`src/rtl/uart_tx_sched.sv`:
```
// Round-robin scheduler sharing one UART transmitter among NCH byte-stream requesters.
// Each granted packet is prefixed by a channel tag byte; grants are capped at MAXLEN data bytes.
module uart_tx_sched #(
    parameter int          NCH      = 4,
    parameter logic [7:0]  TAG_BASE = 8'hA0,
    parameter int          MAXLEN   = 64
) (
    input  logic                     clk,
    input  logic                     rst,
    input  logic [NCH-1:0]           req_valid,
    input  logic [NCH*8-1:0]         req_data,
    input  logic [NCH-1:0]           req_last,
    output logic [NCH-1:0]           req_ready,
    output logic                     uart_transmit,
    output logic [7:0]               uart_tx_byte,
    input  logic                     uart_tx_free,
    output logic                     busy,
    output logic [$clog2(NCH)-1:0]   active_ch
);

    localparam int          CW   = $clog2(NCH);
    localparam int          NW   = $clog2(MAXLEN + 1);
    localparam int unsigned NCHU = NCH;

    typedef enum logic [1:0] {IDLE, TAG, DATA} state_t;

    state_t        state, state_n;
    logic [CW-1:0] g, g_n;
    logic [CW-1:0] last, last_n;
    logic [CW-1:0] pick;
    logic [NW-1:0] cnt, cnt_n;
    logic          any_req;
    logic          g_valid;
    logic          g_last;
    logic [7:0]    g_data;

    // First requester searching upward from last+1, wrapping modulo NCH.
    always_comb begin
        int unsigned idx;
        logic [CW-1:0] idx_c;
        pick    = '0;
        any_req = 1'b0;
        idx     = 0;
        idx_c   = '0;
        for (int unsigned i = 1; i <= NCHU; i++) begin
            idx   = (32'(last) + i) % NCHU;
            idx_c = CW'(idx);
            if (!any_req && req_valid[idx_c]) begin
                any_req = 1'b1;
                pick    = idx_c;
            end
        end
    end

    always_comb begin
        g_valid = req_valid[g];
        g_last  = req_last[g];
        g_data  = req_data[{g, 3'b000} +: 8];
    end

    always_comb begin
        state_n       = state;
        g_n           = g;
        last_n        = last;
        cnt_n         = cnt;
        uart_transmit = 1'b0;
        uart_tx_byte  = '0;
        req_ready     = '0;
        case (state)
            IDLE: begin
                if (any_req) begin
                    g_n     = pick;
                    cnt_n   = '0;
                    state_n = TAG;
                end
            end
            TAG: begin
                if (uart_tx_free) begin
                    uart_transmit = 1'b1;
                    uart_tx_byte  = TAG_BASE + 8'(g);
                    state_n       = DATA;
                end
            end
            DATA: begin
                if (uart_tx_free && g_valid) begin
                    uart_transmit = 1'b1;
                    uart_tx_byte  = g_data;
                    req_ready[g]  = 1'b1;
                    cnt_n         = cnt + NW'(1);
                    // A forced end at MAXLEN re-arbitrates without any marker byte.
                    if (g_last || cnt == NW'(MAXLEN - 1)) begin
                        last_n  = g;
                        state_n = IDLE;
                    end
                end
            end
            default: state_n = IDLE;
        endcase
    end

    always_ff @(posedge clk or posedge rst) begin
        if (rst) begin
            state     <= IDLE;
            g         <= '0;
            last      <= CW'(NCH - 1);
            cnt       <= '0;
            active_ch <= '0;
        end else begin
            state <= state_n;
            g     <= g_n;
            last  <= last_n;
            cnt   <= cnt_n;
            if (state == IDLE && any_req)
                active_ch <= pick;
        end
    end

    assign busy = (state != IDLE);

endmodule

```
`config.mk`:
```
export PLATFORM = sky130hd
export DESIGN_NAME = uart_tx_sched
export DESIGN_NICKNAME = d
export VERILOG_FILES = /design/src/rtl/uart_tx_sched.sv
export SDC_FILE = /design/constraint.sdc
export NUM_CORES = 1
export LEC_CHECK = 0
export ABC_AREA = 1
export BUFFER_PORTS_ARGS = -buffer_cell sky130_fd_sc_hd__buf_2
export CAP_MARGIN = 20
export CELL_PAD_IN_SITES_DETAIL_PLACEMENT = 0
export CELL_PAD_IN_SITES_GLOBAL_PLACEMENT = 1
export CORE_MARGIN = 2
export CORE_UTILIZATION = 30
export CTS_CLUSTER_DIAMETER = 40
export CTS_CLUSTER_SIZE = 16
export DETAILED_ROUTE_END_ITERATION = 16
export MAX_ROUTING_LAYER = met4
export PLACE_DENSITY_LB_ADDON = 0.15
export SLEW_MARGIN = 20
export SYNTH_ARGS = -nofsm -noshare
export SYNTH_HDL_FRONTEND = slang
export SYNTH_SLANG_ARGS = --single-unit
```
`constraint.sdc`:
```
create_clock -name clk -period 1.4 [get_ports clk]
set_input_delay 0.28 -clock clk [delete_from_list [all_inputs] [get_ports clk]]
set_output_delay 0.28 -clock clk [all_outputs]
set_load 0.02 [all_outputs]
```
# Word level (Yosys, flattened, before mapping)
# Index checks and enable logic that the tools add are counted.
dict set report totals {
  regBits 15
  in_bits 43
  elab_cells 80
  out_inout_bits 16
}
dict set report op_classes {
  mux 38
  shift 1
  n_lt_le_gt_ge 6
  n_eq_ne 7
  reduce_logical 17
  add_sub_neg 6
}
# cell n
set ops {}
lappend ops {{variable part select 32 x 6 -> 8 bit} 1}
lappend ops {{two-way mux 2 bit} 8}
lappend ops {{two-way mux 8 bit} 2}
lappend ops {{case mux 8 bit (2 select lines)} 1}
lappend ops {{< comparator 2 x 3 -> 1 bit, second input constant} 5}
lappend ops {{two-way mux 7 bit} 2}
lappend ops {{case mux 7 bit (2 select lines)} 1}
lappend ops {{two-way mux 1 bit} 13}
lappend ops {{binary-select mux 1 bit (select 2 bit)} 6}
lappend ops {{adder 8 x 2 -> 8 bit, first input constant} 1}
lappend ops {{two-way mux 4 bit} 2}
lappend ops {{inequality test 2 bit, second input constant} 4}
lappend ops {{adder 7 x 1 -> 7 bit, second input constant} 1}
lappend ops {{== test 7 x 6 -> 1 bit, second input constant} 1}
lappend ops {{logical AND 1 bit} 6}
lappend ops {{case mux 2 bit (3 select lines)} 1}
lappend ops {{AND reduction 3 bit} 2}
lappend ops {{adder 2 x 1 -> 2 bit, second input constant} 2}
lappend ops {{adder 2 bit, second input constant} 2}
lappend ops {{AND reduction 4 bit} 1}
lappend ops {{nonzero test 2 bit} 2}
lappend ops {{zero test 1 bit} 3}
lappend ops {{demux 1 bit (select 2 bit)} 1}
lappend ops {{== test 2 x 1 -> 1 bit, second input constant} 1}
lappend ops {{6 further kinds} 6}

# Depth between registers and ports, before layout
dict set report logic_depth {
  depth_word 15
  ltp_mapped 13
}

# Worst setup path before layout
# Ideal clock, no wire load.
dict set report synth_timing {
  path_type {reg-to-output}
  startpoint {reg active_ch[0] (netlist name)}
  endpoint {out uart_tx_byte[2]}
  path_stages_with_launch 11
  t_required_ns 1.120
  arrival_time_ns 1.582
  setup_slack_ns -0.462
  path_buffers 1
  cell_sequence {dfrtp_1 buf_6 inv_4 nand2_1 nand2_1 nand2_1 nand2_2 nand3_4 nor2_4 inv_2 a31oi_1}
}
# element line_no
set synth_rtl {}
lappend synth_rtl {{end, declared} 15} ;# output logic [7:0] uart_tx_byte,

==> results.sh <==
export IMPL_setup_violations_final=25
export IMPL_clk_latency_ns=0.24
export IMPL_crit_slowest_cell="dfrtp_2"
export IMPL_overflow=0
export IMPL_status="finished with violations"
export IMPL_final_cells=411
export IMPL_synth_nets=280
export IMPL_avgRoutedWirePerCell_microns=11.1
export IMPL_cts_buffers=3
export IMPL_clockRootBuffer="clkbuf_8"
export IMPL_netlist_top_cell_by_area="nand2_1"
export IMPL_drv_cap=0
export IMPL_async_flop_share_pct=100
export IMPL_drive_above_1_share_pct=55.8
export IMPL_clk_path_buf_depth=2
export IMPL_cp_required_ns=1.12
export IMPL_first_global_vias=1801
export IMPL_worstPathArrival_ns=1.64
export IMPL_initial_utilization_pct=31.5
export IMPL_slew_viol_final=0
export IMPL_synth_main_ff_cell="dfrtp_1"
export IMPL_vias=1811
export IMPL_fmax_ghz=0.521
export IMPL_rsz0062_at_grt="true"
export IMPL_setup_worst_path_start_class="flop"
export IMPL_period_share_pct=137
export IMPL_synth_seq_cells=13
export IMPL_use_met3_pct=2.81
export IMPL_setup_slack_ns=-0.518
export IMPL_met1_usage_pct=24.6
export IMPL_num_nets_final=393
export IMPL_dpl_cell_count=396
export IMPL_area_growth_pct=74.5
export IMPL_clock_sinks=13
export IMPL_grt_pass1_wl_microns=7900
export IMPL_critPathKind="flop to output port"
export IMPL_track_usage_pct=18.3
export IMPL_violations="negative setup slack"
export IMPL_slew_headroom_pct=65.5
export IMPL_synth_area_sq_um=1500
export IMPL_portBuffers=58
export IMPL_cts_tree="yes"
export IMPL_r2r_start="last[0]$_DFFE_PP1P_"
export IMPL_hpwl_microns=3670
export IMPL_power_per_cell_area_nw_per_um2=2020
export IMPL_ys_warn_count=0
export IMPL_syn_inst=232
export IMPL_clk_pin_slew_ns=0.06
export IMPL_skew_ns=0.00484
export IMPL_die_area_sq_um=5570
export IMPL_cp_max_fo=6
export IMPL_drt_pass1_iterations=4
export IMPL_endpoint_kind="output port"
export IMPL_power_leakage_uw=0.00133
export IMPL_regToRegSetupSlack_ns=-0.37
export IMPL_place_gp_congestion=0.781
export IMPL_route_detailed_drc=0
export IMPL_core_area_sq_um=4750
export IMPL_synth_top_cell_area_share_pct=24.6
export IMPL_ys_seq_area_share_pct=21.9
export IMPL_io_pins=59
export IMPL_grt_max_degree=14
export IMPL_die_w_microns=74.7
export IMPL_use_met2_pct=30.0
export IMPL_rows=25
export IMPL_busiest_layer="met2"
export IMPL_synth_edf_count=0
export IMPL_via_per_inst=4.41
export IMPL_synthDistinctLibCells=36
export IMPL_reg2reg_to="cnt[5]$_DFFE_PP0P_"
export IMPL_die_h_microns=74.7
export IMPL_report_final_hold_viol_count=0
export IMPL_drt_iter0_drc=72
export IMPL_antenna_left=0
export IMPL_holdCritPathClass="input port to async pin"
export IMPL_peakVddDrop_v=0.00114
export IMPL_h_tree_depth=1
export IMPL_antenna_found_initial=0
export IMPL_slowest_delay_ns=0.45
export IMPL_setup_tns_ns=-9.60
export IMPL_netlist_top_cells_area="nand2_1 25%, dfrtp_1 18%, nand3_1 5.3%"
export IMPL_reg2regPathDepth=10
export IMPL_wirelength_microns=4550
export IMPL_worst_pin_slew_ns=0.517
export IMPL_finalWorstPathRequiredPeriod_ns=1.92
export IMPL_synth_area_per_cell_sq_um=6.46
export IMPL_crit_chain="inv_4 > nand2_2 > nand2_1 > nand2_1 > nand2_2 > nand3_4 > nor2_4 > inv_4 > a31oi_4 > buf_6"
export IMPL_antenna_cells=0
==> worst max path at each step <==
stage	from	end	slack (ns)
finish	active_ch[0]$_DFFE_PP0P_	uart_tx_byte[2]	-0.52
global route	active_ch[0]$_DFFE_PP0P_	uart_tx_byte[4]	-0.64
CTS	active_ch[0]$_DFFE_PP0P_	uart_tx_byte[2]	-0.57
detailed placement	active_ch[0]$_DFFE_PP0P_	uart_tx_byte[2]	-0.33
global placement	active_ch[0]$_DFFE_PP0P_	uart_tx_byte[6]	-0.29
floorplan	active_ch[0]$_DFFE_PP0P_	uart_tx_byte[2]	-0.32
==> stage by stage <==
stage / worst slack (ns) / power, uW / instance area (sq um) / util (%) / hold WS, ns
final: -0.518 / 5290 / 2610 / 55.0 / 0.0573
after detailed placement: -0.334 / 4150 / 2260 / 47.6 / 0.349
after global routing: -0.643 / 5770 / 2610 / 55.0 / 0.114
after CTS: -0.574 / 4960 / 2490 / 52.3 / 0.0872
after floorplan: -0.316 / 2950 / 1590 / - / 0.155
after global placement: -0.290 / 4140 / 2260 / 47.6 / 0.347
==> cell usage in the layout, fill, tap and decap left out, types with 2 or more instances in the layout <==
| cell | count |
|---|---|
| buf_4 | 54 |
| nand4_1 | 3 |
| a21oi_4 | 2 |
| nand3_1 | 12 |
| dfstp_2 | 2 |
| o21ai_1 | 4 |
| inv_1 | 12 |
| ha_1 | 3 |
| a22oi_1 | 6 |
| nand3_2 | 4 |
| xor2_1 | 2 |
| a31oi_4 | 3 |
| buf_6 | 14 |
| buf_2 | 43 |
| dfrtp_1 | 9 |
| nand2_4 | 14 |
| clkbuf_8 | 3 |
| nand2_1 | 83 |
| o21ai_2 | 2 |
| inv_2 | 8 |
| dfrtp_2 | 2 |
| a22oi_2 | 3 |
| nor2_4 | 3 |
| nor2_2 | 2 |
| nor2_1 | 13 |
| inv_4 | 3 |
| nand2_2 | 18 |
==> area by class of cell <==
class / instances / area [sq um]
clock buffers: 4 / 45.0
fillers: 492 / 2140
inverters: 24 / 105
multi-input cells: 191 / 1250
flip-flops and latches: 13 / 330
well taps: 67 / 83.8
repair buffers: 112 / 798
==> registers in the layout, indices dropped and copies added (netlist names) <==
signal,cells
last,2
cnt,7
active_ch,2
state,2
==> what timing repair did <==
action | in CTS | in global routing
cloned | 0 | 0
setup buffers | 6 | 5
gates resized for setup | 45 | 27
hold buffers | 0 | 0
pin swaps | 13 | 13
setup endpoints to repair | 27 | 28
==> cells in the mapped netlist, types with 3 or more instances <==
master   count
o21ai_0      4
nand2_4      7
nand2_1     98
inv_1       18
inv_2        3
nor2_1      16
ha_1         5
nand4_1      3
nand3_1     16
a22oi_1      9
dfrtp_1     11
a31oi_1      3
nand2_2     10
==> worst max-delay path, delay by kind of cell, from the launching register on <==
family | cells | cell delay [ns]
AO/OA/AOI/OAI | 1 | 0.15
buffers and inverters | 3 | 0.31
flip-flops | 1 | 0.45
AND/OR/NAND/NOR | 6 | 0.47
==> per-layer routing <==
layer / routed length (microns) / share of wire [%]
met3: 218 / 4.8
met1: 2150 / 47
met5: 0 / 0
met4: 19 / 0.42
met2: 2160 / 48
==> logic make-up after synthesis <==
family / Yosys count / share of synthesized area, %
buffers and inverters: 28 / 9.02
AO/OA/AOI/OAI: 25 / 12.2
flip-flops: 13 / 21.9
adder cells (fa/ha/maj): 5 / 4.18
XOR/XNOR: 3 / 1.75
AND/OR/NAND/NOR: 158 / 51.0
==> report_power, final <==
| part | leakage (uW) | switching [uW] | internal [uW] |
|---|---|---|---|
| Clock | 0.0000228 | 143 | 201 |
| Combinational | 0.00115 | 2300 | 1970 |
| Sequential | 0.000166 | 169 | 504 |
No activity file was read; power rests on OpenSTA's default activity.
